==> src/rtl/mult_pkg.sv <==
// mult_pkg: shared types and constants for the sequential nibble multiplier.
//   state_t    : controller FSM states (IDLE, CALC, DONE)
//   NIB_W      : width of one operand slice fed to the 4x4 array multiplier
//   nib_count  : number of nibbles in an operand of a given width
package mult_pkg;

  localparam int NIB_W = 4;

  typedef enum logic [1:0] {
    IDLE = 2'd0,
    CALC = 2'd1,
    DONE = 2'd2
  } state_t;

  function automatic int nib_count(input int op_w);
    return op_w / NIB_W;
  endfunction

endpackage

==> src/rtl/mult4bit.sv <==
// mult4bit: combinational 4x4 unsigned array multiplier (shift-and-add rows).
// Ports:
//   i_a, i_b : NIB_W-bit unsigned operands
//   o_p      : 2*NIB_W-bit unsigned product
module mult4bit
  import mult_pkg::*;
(
  input  logic [NIB_W-1:0]   i_a,
  input  logic [NIB_W-1:0]   i_b,
  output logic [2*NIB_W-1:0] o_p
);

  always_comb begin
    o_p = '0;
    for (int i = 0; i < NIB_W; i++) begin
      if (i_b[i]) begin
        o_p = o_p + ((2*NIB_W)'(i_a) << i);
      end
    end
  end

endmodule

==> src/rtl/mult_seq_ctrl.sv <==
// mult_seq_ctrl: OP_W x OP_W unsigned multiplier built from one 4x4 array
// multiplier, issuing one nibble pair per cycle and accumulating the shifted
// partial products.
//
// State table:
//   state | meaning
//   IDLE  | in_ready high, waiting for an operand pair
//   CALC  | one nibble pair per cycle, N*N cycles
//   DONE  | out_valid high, p held until out_ready
//
// Parameters:
//   OP_W : operand width, multiple of 4, minimum 4
// Ports:
//   clk, rst            : clock, synchronous active-high reset
//   in_valid / in_ready : operand handshake (a, b latched on accept)
//   out_valid/out_ready : product handshake (p valid while out_valid)
//   p                   : 2*OP_W-bit product, straight from the accumulator
//   busy                : high in CALC or DONE
// Build option:
//   MULT_SEQ_ZERO_SKIP_EN : a zero operand skips CALC and goes straight to DONE
module mult_seq_ctrl
  import mult_pkg::*;
#(
  parameter int OP_W = 8
) (
  input  logic              clk,
  input  logic              rst,
  input  logic              in_valid,
  output logic              in_ready,
  input  logic [OP_W-1:0]   a,
  input  logic [OP_W-1:0]   b,
  output logic              out_valid,
  input  logic              out_ready,
  output logic [2*OP_W-1:0] p,
  output logic              busy
);

  localparam int N     = nib_count(OP_W);
  localparam int STEPS = N * N;
  localparam int CNT_W = (STEPS > 1) ? $clog2(STEPS) : 1;
  localparam int IDX_W = (N > 1) ? $clog2(N) : 1;
  localparam int SH_W  = $clog2(2 * OP_W);

  state_t              r_state;
  state_t              w_state_nxt;
  logic [OP_W-1:0]     r_a;
  logic [OP_W-1:0]     r_b;
  logic [CNT_W-1:0]    r_cnt;
  logic [2*OP_W-1:0]   r_acc;

  logic [IDX_W-1:0]    w_ai;
  logic [IDX_W-1:0]    w_bj;
  logic [NIB_W-1:0]    w_nib_a;
  logic [NIB_W-1:0]    w_nib_b;
  logic [2*NIB_W-1:0]  w_pp;
  logic [SH_W-1:0]     w_shift;
  logic [2*OP_W-1:0]   w_pp_sh;
  logic                w_last;
  logic                w_accept;
  logic                w_skip;

  // cnt walks a-nibbles fastest: cnt = bj*N + ai
  assign w_ai    = IDX_W'(r_cnt % N);
  assign w_bj    = IDX_W'(r_cnt / N);
  assign w_nib_a = r_a[NIB_W*w_ai +: NIB_W];
  assign w_nib_b = r_b[NIB_W*w_bj +: NIB_W];
  assign w_shift = SH_W'((int'(w_ai) + int'(w_bj)) * NIB_W);
  assign w_pp_sh = (2*OP_W)'(w_pp) << w_shift;
  assign w_last  = (r_cnt == CNT_W'(STEPS - 1));

  mult4bit u_mult4bit (
    .i_a (w_nib_a),
    .i_b (w_nib_b),
    .o_p (w_pp)
  );

`ifdef MULT_SEQ_ZERO_SKIP_EN
  assign w_skip = (a == '0) || (b == '0);
`else
  assign w_skip = 1'b0;
`endif

  assign w_accept = in_valid && in_ready;
  assign p        = r_acc;

  always_ff @(posedge clk) begin
    if (rst) begin
      r_state <= IDLE;
    end else begin
      r_state <= w_state_nxt;
    end
  end

  always_comb begin
    w_state_nxt = r_state;
    in_ready    = 1'b0;
    out_valid   = 1'b0;
    busy        = 1'b0;
    case (r_state)
      IDLE: begin
        in_ready = 1'b1;
        if (in_valid) begin
          w_state_nxt = w_skip ? DONE : CALC;
        end
      end
      CALC: begin
        busy = 1'b1;
        if (w_last) begin
          w_state_nxt = DONE;
        end
      end
      DONE: begin
        busy      = 1'b1;
        out_valid = 1'b1;
        if (out_ready) begin
          w_state_nxt = IDLE;
        end
      end
      default: begin
        w_state_nxt = IDLE;
      end
    endcase
  end

  always_ff @(posedge clk) begin
    if (rst) begin
      r_a   <= '0;
      r_b   <= '0;
      r_cnt <= '0;
      r_acc <= '0;
    end else begin
      case (r_state)
        IDLE: begin
          if (w_accept) begin
            r_a   <= a;
            r_b   <= b;
            r_cnt <= '0;
            r_acc <= '0;
          end
        end
        CALC: begin
          // Partial sums never exceed a*b, so 2*OP_W bits cannot overflow.
          r_acc <= r_acc + w_pp_sh;
          r_cnt <= w_last ? '0 : r_cnt + 1'b1;
        end
        default: ;
      endcase
    end
  end

endmodule

==> config.mk <==
export PLATFORM = sky130hd
export DESIGN_NAME = mult_seq_ctrl
export DESIGN_NICKNAME = d
export VERILOG_FILES = /design/src/rtl/mult_pkg.sv /design/src/rtl/mult4bit.sv /design/src/rtl/mult_seq_ctrl.sv
export SDC_FILE = /design/constraint.sdc
export NUM_CORES = 1
export LEC_CHECK = 0
export BUFFER_PORTS_ARGS = -buffer_cell sky130_fd_sc_hd__buf_2
export CAP_MARGIN = 20
export CORE_UTILIZATION = 40
export DETAILED_ROUTE_END_ITERATION = 10
export HOLD_SLACK_MARGIN = 0.12
export PLACE_DENSITY = 0.55
export SLEW_MARGIN = 10
export SYNTH_ARGS = -nofsm -noshare
export SYNTH_HDL_FRONTEND = slang
export SYNTH_SLANG_ARGS = --single-unit
export TNS_END_PERCENT = 5
==> constraint.sdc <==
create_clock -name clk -period 7.1 [get_ports clk]
set_clock_uncertainty 0.1 [all_clocks]
set_input_delay 0 -clock clk [delete_from_list [all_inputs] [get_ports clk]]
set_output_delay 0 -clock clk [all_outputs]
set_load 0.01 [all_outputs]
; Word-level counts from Yosys, hierarchy flattened
; Index checks and enable logic that the tools add are counted.
[word_totals]
reg_bits = 36
inputBits = 20
output_inout_bits = 19
word_cells = 44
[op_classes]
n_addsub = 6
eq_ne = 7
shift = 3
mux = 16
n_reduce_logical = 7
[op_table]
columns = op, n
row1 = $pmux W16 S2, 1
row2 = $mux W8, 3
row3 = $add A16 B16 Y16, 1
row4 = $mux W16, 1
row5 = $shiftx A8 B4 Y4, 2
row6 = $shl A8 B4 Y16, 1
row7 = $mux W2, 5
row8 = $add A8 B5 Y8, 1
row9 = $add A8 B6 Y8, 1
row10 = $add A8 B7 Y8, 1
row11 = $ne A2 B2 Y1 const B, 4
row12 = $pmux W2 S3, 1
row13 = $eq A2 B2 Y1 const B, 2
row14 = $mux W4, 1
row15 = $pmux W2 S2, 1
row16 = $reduce_and A2 Y1, 2
row17 = $mux W1, 3
row18 = $reduce_and A3 Y1, 1
row19 = $add A1 B1 Y2, 1
row20 = $add A2 B1 Y2 const B, 1
row21 = $eq A2 B1 Y1 const B, 1
row22 = $logic_not A2 Y1, 1
row23 = $reduce_bool A2 Y1, 1
row24 = $reduce_or A2 Y1, 1
row25 = $logic_and A1 B1 Y1, 1

; Longest topological paths before layout
; Gate-level depths: netlist (run 1).
[logic_depth]
word_depth = 11
ltp_mapped = 33
ltp_nobuf = 32

; By module
; A second synthesis (run 1) with hierarchy kept.
[hier_totals]
hier_cells = 360
area_unflattened_um2 = 2892.8
[by_module_without_submodules]
columns = module, n_inst, cells_each, area_each_um2
row1 = mult_seq_ctrl, 1, 291, 2329.7
row2 = mult4bit, 1, 69, 563.0

; Worst setup path before layout (run 1)
; OpenSTA, ideal clock, no wires.
[synth_path]
kind = reg2reg
start = reg r_cnt[0]
end = reg r_acc[15], in the netlist p[15]
setup_time_ns = 0.124
arrival_ns = 5.818
t_required_ns = 6.876
slack_ns = 1.058
path_stages_with_launch = 31
period_less_slack_ns = 6.042
path_cell_list = dfxtp_1 > buf_6 > mux2_2 > clkbuf_1 > xnor2_1 > ha_1 > a21oi_2 > o21ai_1 > a221oi_1 > xnor2_1 > ha_1 > nor4_1 > a31oi_1 > o41ai_4 > nor2_2 > xnor2_1 > ha_1 > a21oi_1 > xnor2_1 > mux2i_1 > mux2_2 > nor2_1 > ha_1 > or3_1 > o2111ai_1 > a21oi_1 > or2_2 > a211oi_1 > xnor2_1 > a21oi_1 > o22ai_1
[synth_via]
elab_chain_cells = 11
word_cells_on_any_way = 12
cone_classes = add/sub (5) / shift (2) / mux (5)
[synth_lines]
columns = item, line_no
row1 = "start, declared", mult_seq_ctrl.sv:48  ; logic [CNT_W-1:0] r_cnt;
row2 = "start signal, assigned", mult_seq_ctrl.sv:144  ; r_cnt <= w_last ? '0 : r_cnt + 1'b1;
row3 = $shiftx A8 B4 Y4, mult_seq_ctrl.sv:65  ; assign w_nib_a = r_a[NIB_W*w_ai +: NIB_W];
row4 = $mux W4, mult4bit.sv:16  ; if (i_b[i]) begin
row5 = $add A8 B5 Y8, mult4bit.sv:17  ; o_p = o_p + ((2*NIB_W)'(i_a) << i);
row6 = $mux W8, mult4bit.sv:16
row7 = $add A8 B6 Y8, mult4bit.sv:17
row8 = $mux W8, mult4bit.sv:16
row9 = $add A8 B7 Y8, mult4bit.sv:17
row10 = $mux W8, mult4bit.sv:16
row11 = $shl A8 B4 Y16 (*), mult_seq_ctrl.sv:68  ; assign w_pp_sh = (2*OP_W)'(w_pp) << w_shift;
row12 = $add A16 B16 Y16 (*), mult_seq_ctrl.sv:143  ; r_acc <= r_acc + w_pp_sh;
row13 = $pmux W16 S2 (*), mult_seq_ctrl.sv:132  ; case (r_state)
row14 = "end signal, assigned", mult_seq_ctrl.sv:143
row15 = "end, declared", mult_seq_ctrl.sv:49  ; logic [2*OP_W-1:0] r_acc;
; Mark *: on every way between the ends. The rest lies on a longest branch, timed or not.
; A chain may end at the register's enable or synchronous reset.

; Final worst setup path (run 1)
; Ends and elaborated chain as after synthesis.

==> results of run 1 <==
## flip-flops by register name, indices dropped and copies added (netlist names)
name,count
r_b,8
p,16
r_cnt,2
r_state,2
r_a,8
## synth_stat cells (2+ instances only)
| library cell | n |
|---|---|
| o21a_1 | 2 |
| o2111ai_1 | 2 |
| a31oi_1 | 4 |
| clkbuf_1 | 13 |
| a22o_1 | 4 |
| a21o_1 | 8 |
| ha_1 | 29 |
| xnor2_1 | 12 |
| nor2_1 | 35 |
| a21oi_2 | 2 |
| and2_1 | 2 |
| mux2_2 | 5 |
| a221oi_1 | 2 |
| mux2i_1 | 12 |
| a22oi_1 | 12 |
| xor2_1 | 8 |
| nand2b_1 | 3 |
| inv_1 | 11 |
| o211ai_1 | 2 |
| dfxtp_1 | 36 |
| nor4_1 | 4 |
| nand2_1 | 50 |
| o21ai_1 | 2 |
| nor3_1 | 10 |
| or2_2 | 2 |
| o21ai_0 | 11 |
| a21oi_1 | 34 |
| nor2b_1 | 2 |
| nand3_1 | 5 |
| o22ai_1 | 5 |
| o32ai_1 | 2 |
## worst paths after layout
| kind | startpoint | end | slack, ps | cells after the start |
|---|---|---|---|---|
| min | in_valid | r_state[0] | 260 | 6 |
| max reg2reg | r_cnt[0] | p[15] | 590 | 28 |
| max | r_cnt[0] | p[15] | 590 | 28 |
| min reg2reg | r_a[0] | r_a[0] | 360 | 2 |
## where the power goes
part | internal (mW) | total [mW] | switching [mW]
sequential | 0.226 | 0.250 | 0.0234
combinational | 0.125 | 0.326 | 0.202
clock | 0.106 | 0.186 | 0.0803
## metal layers
metal,global-route usage [%],vias up
li1,-,1376
met1,28.25,1199
met2,29.37,40
met3,3.080,6
met4,5.606,0
met5,0,-
## per-stage QoR
stage | utilization, % | hold slack [ps] | setup slack, ps | total power [mW]
floorplan | - | 35.96 | 1058 | 0.4953
global placement | 45.05 | 140.6 | 416.1 | 0.5601
detailed placement | 45.05 | 146.6 | 249.5 | 0.5614
CTS | 49.54 | 253.9 | 219.2 | 0.7623
global route | 50.22 | 298.9 | 34.08 | 0.8223
finish | 50.22 | 257.7 | 589.1 | 0.7620
## repair_timing
item | CTS | global route
endpoints found under the setup margin | 0 | 5
hold buffers | 19 | 0
setup buffers | 0 | 1
endpoints found under the hold margin | 30 | 0
resized for setup | 0 | 9
## worst min-delay path, cell delays in order
cell and delay (ps):
buf_2 110, nand2b_1 140, o21ai_0 80, a21oi_1 80, mux2i_1 120, nor2_1 90
## logic make-up (layout without fill, tap and decap cells)
logic type	after synthesis	after routing
mux	19	19
simple gates	117	117
xor+xnor	20	20
flops	36	36
compound gates	103	103
buf+inv	28	78
fa+ha+maj	31	31
## layout make-up
class / count / area, um2 / area share (%)
clock inverters: 3 / 46.29 / 1.357
multi-input cells: 290 / 2016 / 59.08
repair buffers: 58 / 387.9 / 11.37
flip-flops and latches: 36 / 728.2 / 21.34
inverters: 12 / 45.04 / 1.320
clock buffers: 5 / 68.82 / 2.017
well taps: 96 / 120.1 / 3.520
==> out/qor.csv, run 1 <==
stage,metric,value,unit
status,status,completed,
logic_synthesis,synth_fa_ha_area_share,13.98,%
final_layout,diodes,0,
die,die_x,85.95,um
final_layout,drive_gt1_share,17.08,%
sta,post-route-period-util,91.70,%
logic_synthesis,netlist_instances,354,
global_routing,antenna_found_initial,0,
final_layout,layout_commonest_cell,nand2_1,
sta,rsz0062_at_grt,false,
sta,setup_viol,0,
die,rows,30,
logic_synthesis,synthXorXnorAreaFrac,6.214,%
cts,clk_pin_slew,80,ps
detailed_routing,top_layer,met4,
logic_synthesis,synth.cell_area,2819,um2
flow_run,cap_violations,0,
power_and_ir_drop,power.density,223.3,nW/um2
detailed_routing,detail-route-antenna-nets,0,
setup_path,crit_top_cell,ha_1,
sta,relSlewSlack,30.92,%
final_layout,nets,453,
logic_synthesis,synth-edff-count,0,
die,initial_core_util,41.49,%
detailed_routing,wl_met2,2.831,mm
sta,fmax,153.6,MHz
setup_path,worst-endpoint-arrival,6590,ps
cts,clockRootBuffer,clkbuf_8,
detailed_routing,drc,0,
cts,htreeDepth,2,
logic_synthesis,yosys.cell_types.count,54,
placed_design,dp.cells,472,
cts,clock-sinks,36,
power_and_ir_drop,p_leak,1.603,nW
sta,slew_viol_final,0,
cts,cts_tree,built,
sta,hold_violations,0,
logic_synthesis,synth_top_area_cell,dfxtp_1,
setup_path,path_delay_family,compound AO/OA/AOI/OAI gates,
setup_path,start_kind,register,
placed_design,routabilityCongestion,0.8373,
die,die-area,7387,um2
logic_synthesis,synth-seq-cells,36,
detailed_routing,wl_met1,3.613,mm
cts,clockBufferDepth,2,
final_layout,n_fill_cell,685,
global_routing,grt_util_all_layers,19.43,%
setup_path,crit_path_max_fanout,8,
logic_synthesis,synth_async_sr_flop_share,0,%
global_routing,gr-total-overflow,0,
placed_design,dpl_cell_area,3060,um2
die,die_h,85.95,um
logic_synthesis,synth_top_family_by_area,compound AO/OA/AOI/OAI gates,
logic_synthesis,synthMuxAreaShare,7.545,%
setup_path,max_stage_delay,440,ps
placed_design,numPortBuffers,38,
sta,timing.setup.tns,0,ps
logic_synthesis,yosysWarnings,0,
logic_synthesis,syn_nets,404,
global_routing,grt_max_degree,34,
global_routing,grt_pass1_vias,2485,
setup_path,end_kind,register,
setup_path,crit_buf_inv,0,
final_layout,finalNonFillerCells,500,
setup_path,crit_required,7170,ps
sta,worst_slew_pin_slew,1007,ps
min_path,hold_class,in -> reg,
logic_synthesis,synthFlopType,dfxtp_1,
cts,clk_latency,290,ps
detailed_routing,drtPass1Iterations,4,
setup_path,critPathKind,reg -> reg,
final_layout,area_growth,21.04,%
final_layout,layout_common_cells,"nand2_1 (50), buf_2 (38), nor2_1 (35), a21oi_1 (34), dfxtp_1 (34)",
detailed_routing,initialDrtViolationCount,90,
final_layout,fin_area,3412,um2
setup_path,slowest_stage,dfxtp_4,
global_routing,grt_pass1_wl,11.64,mm
placed_design,dp_hpwl,5.000,mm
logic_synthesis,synth_top_area_share,25.57,%
cts,cts_made_buffers,5,
detailed_routing,vias_per_cell,5.242,
sta,post-route-min-period,6511,ps
detailed_routing,via_count,2621,
logic_synthesis,synth.area.top_cells,"dfxtp_1 (26%), ha_1 (13%), nand2_1 (6.7%)",
logic_synthesis,synth_compound_area_share,24.81,%
die,coreArea,6794,um2
logic_synthesis,synth_simple_gate_area_share,17.84,%
logic_synthesis,ys_seq_area_share,25.57,%
die,io_pins,39,
logic_synthesis,synth.avg_cell_area,7.963,um2
power_and_ir_drop,ir_drop,0.0002236,V
detailed_routing,met3_length,160,um
detailed_routing,routed_wirelength,6.685,mm
detailed_routing,wl_per_cell,13.37,um
No activity file was read; power rests on OpenSTA's default activity.
==> run 2: changes to the inputs <==
--- a/config.mk
+++ b/config.mk
@@ -5,6 +5,7 @@
 export SDC_FILE = /design/constraint.sdc
 export NUM_CORES = 1
 export LEC_CHECK = 0
+export ABC_AREA = 1
 export BUFFER_PORTS_ARGS = -buffer_cell sky130_fd_sc_hd__buf_2
 export CAP_MARGIN = 20
 export CORE_UTILIZATION = 40
==> run 2 against run 1 <==
Effect of this change: global-route usage increased by 1.4 points; final area increased by 1.2%; first-iteration DRC count up 11%; largest power group unchanged; final cell count is 18% higher; utilization decreased by 0.24 points; sequential power about the same.
==> out/qor.csv, run 2 <==
stage,metric,value,unit,change
status,status,completed,,unchanged
setup_path,start_kind,register,,unchanged
sta,setup_viol,0,,unchanged
setup_path,crit_required,7150,ps,was 7170 ps
detailed_routing,via_count,2899,,was 2621
cts,clockBufferDepth,2,,unchanged
cts,cts_made_buffers,5,,unchanged
sta,post-route-period-util,82.00,%,was 91.70%
logic_synthesis,synth-edff-count,0,,unchanged
min_path,hold_class,in -> reg,,unchanged
placed_design,dp_slack,1362,ps,was 249.5 ps
cts,clk_latency,300,ps,was 290 ps
logic_synthesis,ys_seq_area_share,24.92,%,was 25.57%
logic_synthesis,synth.avg_cell_area,6.557,um2,was 7.963 um2
placed_design,dp.cells,563,,was 472
detailed_routing,wl_per_cell,11.90,um,was 13.37 um
power_and_ir_drop,power.density,247.4,nW/um2,was 223.3 nW/um2
cts,cts_tree,built,,unchanged
logic_synthesis,yosysWarnings,0,,unchanged
power_and_ir_drop,p_total,0.8539,mW,was 0.7620 mW
final_layout,largest_reg_flops,16,,unchanged
logic_synthesis,synth_commonest_cells,"nand2_1 (116), a21oi_1 (53), inv_1 (47), dfxtp_1 (36), nor2_1 (34)",,"was nand2_1 (50), dfxtp_1 (36), nor2_1 (35), a21oi_1 (34), ha_1 (29)"
global_routing,gr-total-overflow,0,,unchanged
final_layout,area_growth,19.39,%,was 21.04%
min_path,holdCritStartpoint,rst,,was in_valid
logic_synthesis,synth-seq-cells,36,,unchanged
global_routing,antenna_found_initial,0,,unchanged
logic_synthesis,synth.area.top_cells,"dfxtp_1 (25%), nand2_1 (15%), ha_1 (13%)",,"was dfxtp_1 (26%), ha_1 (13%), nand2_1 (6.7%)"
die,die-area,7572,um2,was 7387 um2
placed_design,dp_hpwl,5.420,mm,was 5.000 mm
cts,clk_pin_slew,80,ps,about the same
logic_synthesis,netlist_instances,441,,was 354
cts,clock-sinks,36,,unchanged
final_layout,drive_gt1_share,15.76,%,was 17.08%
sta,post-route-min-period,5822,ps,was 6511 ps
sta,worst_slew_pin_slew,715.4,ps,was 1007 ps
setup_path,max_stage_delay,510,ps,was 440 ps
logic_synthesis,synthFlopType,dfxtp_1,,unchanged
logic_synthesis,yosysMostFrequentCell,nand2_1,,unchanged
die,io_pins,39,,unchanged
logic_synthesis,synth_top_area_cell,dfxtp_1,,unchanged
setup_path,end_kind,register,,unchanged
sta,timing.setup.tns,0,ps,unchanged
cts,clockRootBuffer,clkbuf_8,,unchanged
setup_path,crit_top_cell,nand2_1,,was ha_1
power_and_ir_drop,ir_drop,0.0002709,V,was 0.0002236 V
final_layout,layout_commonest_cell,nand2_1,,unchanged
final_layout,layout_common_cells,"nand2_1 (116), a21oi_1 (53), inv_1 (47), buf_2 (38), dfxtp_1 (36)",,"was nand2_1 (50), buf_2 (38), nor2_1 (35), a21oi_1 (34), dfxtp_1 (34)"
setup_path,critPathKind,reg -> reg,,unchanged
final_layout,diodes,0,,unchanged
sta,rsz0062_at_grt,false,,unchanged
setup_path,crit_path_max_fanout,9,,was 8
setup_path,slowest_stage,dfxtp_1,,was dfxtp_4
final_layout,nets,544,,was 453
die,die_x,87.02,um,was 85.95 um
setup_path,crit_buf_inv,7,,was 0
setup_path,critPathLaunch,r_cnt[0],,unchanged
logic_synthesis,synth_async_sr_flop_share,0,%,unchanged
final_layout,finalNonFillerCells,591,,was 500
global_routing,grt_pass1_vias,2783,,was 2485
global_routing,grt_max_degree,37,,was 34
sta,fmax,171.8,MHz,was 153.6 MHz
die,coreArea,6907,um2,was 6794 um2
power_and_ir_drop,p_leak,1.655,nW,was 1.603 nW
cts,htreeDepth,2,,unchanged
detailed_routing,drtPass1Iterations,5,,was 4
logic_synthesis,synth_top_area_share,24.92,%,was 25.57%
detailed_routing,vias_per_cell,4.905,,was 5.242
sta,relSlewSlack,52.19,%,was 30.92%
global_routing,grt_util_all_layers,20.83,%,was 19.43%
detailed_routing,routed_wirelength,7.031,mm,was 6.685 mm
die,rows,30,,unchanged
global_routing,grt_pass1_wl,12.59,mm,was 11.64 mm
setup_path,path_delay_family,simple AND/OR/NAND/NOR gates,,was compound AO/OA/AOI/OAI gates
sta,hold_violations,0,,unchanged
die,initial_core_util,41.87,%,was 41.49%
sta,slew_viol_final,0,,unchanged
placed_design,routabilityCongestion,0.8743,,was 0.8373
logic_synthesis,yosys.cell_types.count,37,,was 54
detailed_routing,detail-route-antenna-nets,0,,unchanged
setup_path,worst-endpoint-arrival,5870,ps,was 6590 ps
logic_synthesis,syn_nets,491,,was 404
die,die_h,87.02,um,was 85.95 um
setup_path,r2r-start,r_cnt[0],,unchanged
placed_design,numPortBuffers,38,,unchanged
logic_synthesis,synth.cell_area,2892,um2,was 2819 um2
flow_run,cap_violations,0,,unchanged
sta,worst_slack,1278,ps,was 589.1 ps
final_layout,n_fill_cell,739,,was 685
detailed_routing,drc,0,,unchanged
detailed_routing,initialDrtViolationCount,100,,was 90
-- run 2: final timing paths --
check	end	slack, ps	cells past startpoint
worst max-delay path	p[14]	1280	45
worst min-delay path	r_cnt[0]	130	2
worst max register to register	p[14]	1280	45
worst min register to register	r_b[2]	370	2
-- run 2: cell families (layout without fill, tap and decap cells) --
logic type	Yosys count	count (layout)	share of synthesized area, %
fa+ha+maj	30	30	13.24
flops	36	36	24.92
buf+inv	65	119	9.087
simple gates	208	208	32.89
compound gates	99	99	18.95
xor+xnor	3	3	0.9089
-- run 2: metrics by stage --
stage	util [%]	area (um2)	hold slack, ps
finish	49.98	3452	134.6
global route	49.98	3452	159.8
CTS	49.98	3452	140.6
detailed placement	45.47	3141	156.9
global placement	45.47	3141	151.5
floorplan	-	2892	42.82
-- run 2: what timing repair did --
item	in CTS	in global routing
gates resized for setup	0	0
hold buffers	20	0
endpoints found under the hold margin	23	0
setup buffers	0	0
-- run 2: cell type report --
| cell class | instances | area, um2 | share of cell area [%] |
|---|---|---|---|
| clock buffers | 5 | 68.82 | 1.993 |
| well taps | 96 | 120.1 | 3.480 |
| inverters | 53 | 201.4 | 5.835 |
| clock inverters | 3 | 42.54 | 1.232 |
| flip-flops and latches | 36 | 720.7 | 20.88 |
| multi-input cells | 340 | 1908 | 55.27 |
| repair buffers | 58 | 390.4 | 11.31 |
-- run 2: metal layers --
| metal | vias up | wire length (um) | GRT usage [%] |
|---|---|---|---|
| met4 | 0 | 76 | 5.455 |
| met1 | 1284 | 3701 | 29.49 |
| met3 | 6 | 220 | 2.844 |
| met2 | 41 | 3032 | 33.07 |
| li1 | 1568 | - | - |
| met5 | - | 0 | 0 |
-- run 2: where the power goes --
part	total [mW]	leakage [nW]	switching, mW	internal, mW
sequential	0.252	0.293	0.0201	0.232
clock	0.188	0.0541	0.0837	0.104
combinational	0.414	1.31	0.274	0.140
total	0.854	1.66	0.378	0.476
